`config.mk`:
```
export PLATFORM = sky130hd
export DESIGN_NAME = fp_minmax_stage
export DESIGN_NICKNAME = d
export VERILOG_FILES = /design/src/rtl/fp_minmax_stage.sv
export SDC_FILE = /design/constraint.sdc
export NUM_CORES = 1
export LEC_CHECK = 0
export CAP_MARGIN = 20
export CORE_AREA = 3 3 197 199
export DETAILED_ROUTE_END_ITERATION = 7
export DIE_AREA = 0 0 200 202
export GPL_ROUTABILITY_DRIVEN = 0
export PLACE_DENSITY_LB_ADDON = 0.05
export SLEW_MARGIN = 10
export SYNTH_ARGS = -nofsm -noshare
export SYNTH_HDL_FRONTEND = slang
export SYNTH_SLANG_ARGS = --single-unit
```
`constraint.sdc`:
```
create_clock -name clk -period 2.15 [get_ports clk]
set_input_delay 0.43 -clock clk [delete_from_list [all_inputs] [get_ports clk]]
set_output_delay 0.43 -clock clk [all_outputs]
set_load 0.02 [all_outputs]
```
`src/rtl/fp_minmax_stage.sv`:
```
// fp_minmax_stage: pipelined FMIN/FMAX issue-and-retire stage.
//   S1 holds NaN-unboxed operands plus their classification; the external
//   max units sit combinationally between S1 and S2. FMIN is computed as a
//   max of sign-flipped operands, and the sign is restored on capture.
//   The RISC-V NaN, signed-zero and NV rules are applied when S2 captures.
// Ports:
//   clk, rst (sync, active high), flush (sync pipeline kill)
//   in_*            : operation request (valid/ready), op 0=FMIN 1=FMAX,
//                     fmt 0=S 1=D, raw 64-bit register operands, dest tag
//   unit_a/b/res    : 64-bit external max unit (driven with zeros for S)
//   unit32_a/b/res  : 32-bit external max unit (driven with zeros for D)
//   out_*           : registered result (valid/ready), NaN-boxed for S,
//                     fflags {NV,DZ,OF,UF,NX}, dest tag
module fp_minmax_stage #(
    parameter int FLEN  = 64,
    parameter int TAG_W = 5
) (
    input  logic             clk,
    input  logic             rst,
    input  logic             flush,
    input  logic             in_valid,
    output logic             in_ready,
    input  logic             in_op,
    input  logic             in_fmt,
    input  logic [FLEN-1:0]  in_rs1,
    input  logic [FLEN-1:0]  in_rs2,
    input  logic [TAG_W-1:0] in_rd,
    output logic [FLEN-1:0]  unit_a,
    output logic [FLEN-1:0]  unit_b,
    input  logic [FLEN-1:0]  unit_res,
    output logic [31:0]      unit32_a,
    output logic [31:0]      unit32_b,
    input  logic [31:0]      unit32_res,
    output logic             out_valid,
    input  logic             out_ready,
    output logic [FLEN-1:0]  out_data,
    output logic [4:0]       out_fflags,
    output logic [TAG_W-1:0] out_rd
);

    localparam logic [63:0] CANON_D = 64'h7FF8000000000000;
    localparam logic [31:0] CANON_S = 32'h7FC00000;
    localparam logic [31:0] BOX     = 32'hFFFFFFFF;

    typedef struct packed {
        logic             op;
        logic             fmt;
        logic [TAG_W-1:0] rd;
        logic [63:0]      a;
        logic [63:0]      b;
        logic             nan_a;
        logic             nan_b;
        logic             snan;
        logic             zero_a;
        logic             zero_b;
    } s1_t;

    // An S operand that is not properly boxed reads as the canonical qNaN.
    function automatic logic [63:0] unbox(input logic fmt, input logic [63:0] v);
        if (!fmt && v[63:32] != BOX)
            return {BOX, CANON_S};
        return v;
    endfunction

    // Returns {nan, snan, zero}.
    function automatic logic [2:0] classify(input logic fmt, input logic [63:0] v);
        logic exp_ones, man_nz, man_msb, is_zero;
        if (fmt) begin
            exp_ones = &v[62:52];
            man_nz   = |v[51:0];
            man_msb  = v[51];
            is_zero  = ~|v[62:0];
        end else begin
            exp_ones = &v[30:23];
            man_nz   = |v[22:0];
            man_msb  = v[22];
            is_zero  = ~|v[30:0];
        end
        return {exp_ones & man_nz, exp_ones & man_nz & ~man_msb, is_zero};
    endfunction

    s1_t         s1;
    logic        s1_valid;
    logic        s2_free;
    logic        flip;
    logic        sign_a, sign_b;
    logic [63:0] ua, ub;
    logic [2:0]  ca, cb;
    logic [63:0] res;

    assign s2_free  = !out_valid || out_ready;
    assign in_ready = !rst && !flush && (!s1_valid || s2_free);

    assign ua = unbox(in_fmt, in_rs1);
    assign ub = unbox(in_fmt, in_rs2);
    assign ca = classify(in_fmt, ua);
    assign cb = classify(in_fmt, ub);

    // FMIN(a,b) = -FMAX(-a,-b); flip the sign on the way in and back out.
    assign flip   = !s1.op;
    assign sign_a = s1.fmt ? s1.a[63] : s1.a[31];
    assign sign_b = s1.fmt ? s1.b[63] : s1.b[31];

    assign unit_a   = s1.fmt  ? (s1.a ^ {flip, 63'b0}) : '0;
    assign unit_b   = s1.fmt  ? (s1.b ^ {flip, 63'b0}) : '0;
    assign unit32_a = !s1.fmt ? (s1.a[31:0] ^ {flip, 31'b0}) : '0;
    assign unit32_b = !s1.fmt ? (s1.b[31:0] ^ {flip, 31'b0}) : '0;

    always_comb begin
        res = '0;
        if (s1.fmt) res = unit_res ^ {flip, 63'b0};
        else        res = {BOX, unit32_res ^ {flip, 31'b0}};

        if (s1.nan_a && s1.nan_b)
            res = s1.fmt ? CANON_D : {BOX, CANON_S};
        else if (s1.nan_a)
            res = s1.fmt ? s1.b : {BOX, s1.b[31:0]};
        else if (s1.nan_b)
            res = s1.fmt ? s1.a : {BOX, s1.a[31:0]};
        else if (s1.zero_a && s1.zero_b && (sign_a != sign_b))
            // max picks +0, min picks -0: the sign is exactly 'flip'.
            res = s1.fmt ? {flip, 63'b0} : {BOX, flip, 31'b0};
    end

    always_ff @(posedge clk) begin
        if (rst) begin
            s1         <= '0;
            s1_valid   <= 1'b0;
            out_valid  <= 1'b0;
            out_data   <= '0;
            out_fflags <= '0;
            out_rd     <= '0;
        end else if (flush) begin
            s1_valid  <= 1'b0;
            out_valid <= 1'b0;
        end else begin
            if (s2_free) begin
                out_valid <= s1_valid;
                if (s1_valid) begin
                    out_data   <= res;
                    out_fflags <= {s1.snan, 4'b0};
                    out_rd     <= s1.rd;
                end
            end
            // in_ready already implies S1 is empty or draining this cycle.
            if (in_ready) begin
                s1_valid <= in_valid;
                if (in_valid) begin
                    s1.op     <= in_op;
                    s1.fmt    <= in_fmt;
                    s1.rd     <= in_rd;
                    s1.a      <= ua;
                    s1.b      <= ub;
                    s1.nan_a  <= ca[2];
                    s1.nan_b  <= cb[2];
                    s1.snan   <= ca[1] | cb[1];
                    s1.zero_a <= ca[0];
                    s1.zero_b <= cb[0];
                end
            end
        end
    end

endmodule
```
==> impl_metrics.env, run 1 <==
export IMPL_fillers=3683
export IMPL_setup_viol_count_final=0
export IMPL_core_um2=37400
export IMPL_fp_dieArea_um2=40400
export IMPL_arrival_ns=1.69
export IMPL_grt_pass1_wl_um=81100
export IMPL_die_x_um=200
export IMPL_tns_ns=0
export IMPL_min_period_ns=2.12
export IMPL_synthAdderAreaFrac=0
export IMPL_drt_pass1_iter_count=5
export IMPL_post_route_util=0.499
export IMPL_max_cap_violations=0
export IMPL_clock_path_buffers=3
export IMPL_postLayoutCellArea_um2=18700
export IMPL_cts_hold_buffers=0
export IMPL_max_slew_margin_rel=0.391
export IMPL_clk_pin_slew_ns=0.06
export IMPL_overflow=0
export IMPL_muxShareOfSynthArea=0.0407
export IMPL_total_power_mw=11.1
export IMPL_placementRows=71
export IMPL_clock_latency_ns=0.54
export IMPL_critPathKind="reg -> out"
export IMPL_die_h_um=202
export IMPL_rsz0062_at_grt="true"
export IMPL_multiInputGateArea_um2=6410
export IMPL_clock_skew_ns=0.0188
export IMPL_synth_top_area_frac=0.383
export IMPL_root_buffer="clkbuf_16"
export IMPL_layout_nets=2271
export IMPL_layout_cells_non_filler=2568
export IMPL_ys_top_cells_by_area="dfxtp_1 (38%), and2_1 (7.1%), nor3_1 (6.7%), nor2_1 (5.9%), a2bb2oi_1 (5.7%)"
export IMPL_place_ws_ns=-0.739
export IMPL_start_kind="flop"
export IMPL_synthFlopType="dfxtp_1"
export IMPL_netlist_area_um2=11100
export IMPL_hold_viol=0
export IMPL_fin_crit_sh=0.986
export IMPL_avgSynthCellArea_um2=7.70
export IMPL_fmax_mhz=472
export IMPL_p_per_area_nw_per_um2=596
export IMPL_tightest_slew_ns=0.914
export IMPL_slew_viol_final=0
export IMPL_start_util=0.297
export IMPL_yosysSeqAreaShare=0.383
export IMPL_num_vias=13000
export IMPL_regArea_um2=4260
export IMPL_antenna_found_initial=7
export IMPL_synth_compound_area_frac=0.193
export IMPL_cts_tree="built"
export IMPL_synth_largest_area_cell="dfxtp_1"
export IMPL_dp_cells=2494
export IMPL_portBuffers=499
export IMPL_grt_pass1_vias=12700
export IMPL_status="complete, no violations"
export IMPL_dp_hpwl_um=40800
export IMPL_totalWireLength_um=56200
export IMPL_holdCritPathClass="in -> reg"
export IMPL_grt_max_degree=153
export IMPL_final_antenna_net_count=0
export IMPL_synthToLayoutAreaGrowth_pct=68.4
export IMPL_synthXorXnorAreaFrac=0.00553
export IMPL_fin_hold_ws_ns=0.349
export IMPL_dr_first_iter_drc_count=778
export IMPL_grtUsageTotal=0.262
export IMPL_postSynth_asyncResetShare=0
export IMPL_ys_types=51
export IMPL_ir_drop_uv=552
export IMPL_ys_seq_elements=212
export IMPL_vias_per_cell=5.07
export IMPL_drc_errors=0
export IMPL_synth_cells=1440
export IMPL_clock_sinks=212
export IMPL_worst_slack_ns=0.0305
export IMPL_cp_required_ns=1.72
export IMPL_dpl_cell_area_um2=17900
export IMPL_path_max_fanout=16
export IMPL_synth_top_family_by_area="simple AND/OR/NAND/NOR gates"
export IMPL_p_leak_nw=7.54
export IMPL_htree_num_levels=1
export IMPL_cts_buffers=27
export IMPL_synthSimpleGateAreaFrac=0.323
export IMPL_synth_edf_count=0
export IMPL_yosysWarnings=0
export IMPL_avgRoutedWirePerCell_um=21.9
export IMPL_io_pins=504
export IMPL_end_kind="output port"
export IMPL_layout_drive_gt1_share=0.234
-- per-layer routing --
layer	up-vias	global-route usage	wire, µm
met5	-	0	37
met4	6	0.0763	1560
met3	92	0.0553	3990
met2	479	0.424	25800
met1	6155	0.350	24800
li1	6297	-	-
-- area by class of cell --
class / instances / share of cell area
diodes: 4 / 0.000536
clock buffers: 39 / 0.0429
clock inverters: 8 / 0.00771
inverters: 18 / 0.00362
multi-input cells: 1074 / 0.343
flip-flops and latches: 212 / 0.228
well taps: 511 / 0.0342
repair buffers: 702 / 0.340
-- sequential cells by signal (all words and copies together), names as in the netlist --
signal,flops
out_rd,5
s1,140
s1_valid,1
out_valid,1
out_fflags,1
out_data,64
-- where the power goes --
group | switching [mW] | internal [mW]
clock | 1.82 | 3.04
combinational | 0.979 | 1.06
sequential | 0.151 | 4.08
-- synth_stat cells (2+ instances only) --
master / number
nor3_1: 148
and2_1: 125
o31ai_1: 2
a21oi_2: 2
a31oi_1: 2
buf_1: 11
mux2i_1: 44
a211oi_1: 66
nor2b_1: 65
nor2_1: 173
buf_2: 5
xnor2_1: 3
a2bb2oi_1: 72
dfxtp_1: 212
xor2_1: 4
nand2b_1: 2
nor4_1: 24
a21oi_1: 65
clkbuf_1: 119
a22oi_1: 29
or3_1: 2
buf_4: 4
o21ai_0: 30
a311oi_1: 13
a41oi_1: 2
o21ai_1: 2
nand4_1: 22
nand2_1: 96
nand3_1: 55
o21a_1: 2
o22ai_1: 2
inv_1: 18
-- critical path, cell delays in order, from the launching register on --
cell             delay [ns]
dfxtp_4                0.39
buf_4                  0.19
buf_16                 0.17
nor2b_1                0.11
clkdlybuf4s15_2        0.29
-- placed cells by master, fill, tap and decap left out, types with 19 or more instances in the layout --
master and n:
clkdlybuf4s50_1 299, dfxtp_1 208, buf_4 204, nor2_1 172, nor3_1 147, and2_1 111, nand2_1 94, buf_2 87
a2bb2oi_1 71, a21oi_1 65, a211oi_1 65, nor2b_1 62, nand3_1 55, mux2i_1 44, clkbuf_2 44, buf_12 30
o21ai_0 29, a22oi_1 29, clkbuf_16 28, nand4_1 22, nor4_1 19
-- kinds of logic (layout without fill, tap and decap cells) --
| logic type | after synthesis | in the layout |
|---|---|---|
| other | 1 | 8 |
| buffers and inverters | 157 | 767 |
| muxes | 45 | 45 |
| DFF | 212 | 212 |
| xor gates and xnor gates | 7 | 7 |
| AOI/OAI and AO/OA | 299 | 299 |
| and+or+nand+nor | 719 | 719 |
-- worst paths after layout --
kind,from,endpoint,slack (ns),cells after the start
setup reg to reg,s1[138],out_data[0],0.12,8
hold reg to reg,s1[136],s1[136],0.46,2
hold / removal,in_rs1[38],s1[107],0.35,3
setup / recovery,s1[138],unit32_a[16],0.03,4
-- timing repair --
item                                   CTS  global route
setup endpoints to repair              188            89
setup buffers                           11             5
gates cloned                             7             1
gates resized for setup                696           112
pin swaps                                1             4
endpoints found under the hold margin    0             0
(Power assumes the default switching activity.)
==> run 2, diff against run 1 <==
--- a/config.mk
+++ b/config.mk
@@ -7,6 +7,7 @@
 export LEC_CHECK = 0
 export CAP_MARGIN = 20
 export CORE_AREA = 3 3 197 199
+export CTS_BUF_LIST = sky130_fd_sc_hd__clkbuf_8 sky130_fd_sc_hd__clkbuf_16
 export DETAILED_ROUTE_END_ITERATION = 7
 export DIE_AREA = 0 0 200 202
 export GPL_ROUTABILITY_DRIVEN = 0
==> run 2 against run 1 <==
Total power fell by 0.17%. Critical path depth did not move. Largest cell class unchanged. Die area did not move. Sequential share of layout area did not move. Setup slack barely moved. Fmax barely moved. Design area did not move.
==> impl_metrics.env, run 2 (synthesized netlist as in run 1, its figures left out) <==
export IMPL_cp_required_ns=1.72
export IMPL_antenna_found_initial=7
export IMPL_path_max_fanout=16
export IMPL_holdCritPathClass="in -> reg"
export IMPL_overflow=0
export IMPL_grtUsageTotal=0.262
export IMPL_start_kind="flop"
export IMPL_endpoint="unit32_a[16]"
export IMPL_dr_first_iter_drc_count=783
export IMPL_worst_slack_ns=0.0309
export IMPL_clock_skew_ns=0.0180
export IMPL_io_pins=504
export IMPL_min_period_ns=2.12
export IMPL_synthToLayoutAreaGrowth_pct=68.4
export IMPL_ir_drop_uv=552
export IMPL_layout_cells_non_filler=2568
export IMPL_crit_chain="buf_4 -> buf_16 -> nor2b_1 -> clkdlybuf4s15_2"
export IMPL_rr_worst_depth=8
export IMPL_cp_startpoint="s1[138]"
export IMPL_max_slew_margin_rel=0.470
export IMPL_rsz0062_at_grt="true"
export IMPL_cts_tree="built"
export IMPL_r2r_start="s1[138]"
export IMPL_clock_sinks=212
export IMPL_die_h_um=202
export IMPL_slew_viol_final=0
export IMPL_hold_viol=0
export IMPL_layout_cells_most_common_list="clkdlybuf4s50_1 (299), dfxtp_1 (208), buf_4 (204)"
export IMPL_totalWireLength_um=56200
export IMPL_end_kind="output port"
export IMPL_tightest_slew_ns=0.794
export IMPL_num_vias=13000
export IMPL_grt_pass1_vias=12700
export IMPL_clock_path_buffers=3
export IMPL_largest_reg_flops=140
export IMPL_postLayoutCellArea_um2=18700
export IMPL_vias_per_cell=5.06
export IMPL_cts_buffers=27
export IMPL_critPathKind="reg -> out"
export IMPL_final_antenna_net_count=0
export IMPL_crit_path_max_incr_delay_ns=0.39
export IMPL_root_buffer="clkbuf_16"
export IMPL_grt_max_degree=153
export IMPL_avgRoutedWirePerCell_um=21.9
export IMPL_setup_viol_count_final=0
export IMPL_drc_errors=0
export IMPL_p_per_area_nw_per_um2=595
export IMPL_r2r_setup_slack_ns=0.12
export IMPL_core_um2=37400
export IMPL_p_leak_nw=7.56
export IMPL_portBuffers=499
export IMPL_post_route_util=0.499
export IMPL_place_ws_ns=-0.739
export IMPL_layout_drive_gt1_share=0.234
export IMPL_slowest_stage="dfxtp_4"
export IMPL_r2r_end="out_data[0]"
export IMPL_fmax_mhz=472
export IMPL_dp_cells=2494
export IMPL_regMostFlops="s1"
export IMPL_die_x_um=200
export IMPL_placementRows=71
export IMPL_grt_pass1_wl_um=81100
export IMPL_dpl_cell_area_um2=17900
export IMPL_clock_latency_ns=0.54
export IMPL_max_cap_violations=0
export IMPL_htree_num_levels=1
export IMPL_arrival_ns=1.69
export IMPL_fp_dieArea_um2=40400
export IMPL_reg_top3="s1 x140, out_data x64, out_rd x5"
export IMPL_drt_pass1_iter_count=5
export IMPL_clk_pin_slew_ns=0.06
export IMPL_final_common_cell="clkdlybuf4s50_1"
export IMPL_dp_hpwl_um=40800
export IMPL_status="complete, no violations"
export IMPL_layout_nets=2271
export IMPL_start_util=0.297
export IMPL_fin_crit_sh=0.986
## run 2: changes by cell type in the layout (fill, tap and decap cells not counted), sizes merged
cell	change
clkbuf	-4
inv	+4
## run 2: per-layer routing
| layer | track usage | routed length (µm) | vias to the layer above | part of all wire |
|---|---|---|---|---|
| met4 | 0.0763 | 1580 | 6 | 0.028 |
| li1 | - | - | 6297 | - |
| met5 | 0 | 37 | - | 0.00066 |
| met3 | 0.0553 | 4020 | 92 | 0.072 |
| met2 | 0.424 | 25700 | 465 | 0.46 |
| met1 | 0.350 | 24800 | 6146 | 0.44 |
## run 2: cell type report
| type | count | area [µm²] |
|---|---|---|
| antenna | 4 | 10.0 |
| fill | 3683 | 18700 |
| timing repair buffer | 702 | 6340 |
| clock inverter | 12 | 159 |
| multi-input combinational | 1074 | 6410 |
| clock buffer | 35 | 786 |
| tap | 511 | 639 |
| sequential | 212 | 4260 |
| inverter | 18 | 67.6 |
## run 2: how the worst min path moves through the flow
| stage | start | end | depth (start not counted) |
|---|---|---|---|
| after floorplan | s1[133] | out_rd[0] | 2 |
| after detailed placement | s1[134] | out_rd[1] | 2 |
| after global placement | s1[136] | out_rd[3] | 2 |
| after CTS | rst | s1[123] | 5 |
| after global routing | in_rs1[48] | s1[117] | 4 |
| final | in_rs1[38] | s1[107] | 3 |
## run 2: report_power, final
| part | switching, mW | total (mW) | internal (mW) |
|---|---|---|---|
| combinational | 0.979 | 2.04 | 1.06 |
| clock | 1.82 | 4.84 | 3.02 |
| sequential | 0.151 | 4.23 | 4.08 |
## run 2: timing repair
action,in CTS,in global routing
hold buffers,0,0
hold endpoints to repair,0,0
pin swaps,1,4
resized for setup,696,112
gates cloned,7,1
buffers inserted,11,5
endpoints found under the setup margin,188,89
## run 2: metrics by stage
step           hold WS (ns)  power (mW)  setup TNS (ns)
6_report              0.350        11.1               0
5_1_grt               0.377        11.5         -0.0122
4_1_cts               0.406        11.2           -2.69
3_5_place_dp          0.446        6.31          -28.23
3_3_place_gp          0.440        6.30          -28.38
2_1_floorplan         0.432        5.10               0
## run 2: worst max-delay path, delay by kind of cell (launching register included)
family,cells,cell delay (ns)
buf+inv,3,0.65
simple gates,1,0.11
flops,1,0.39
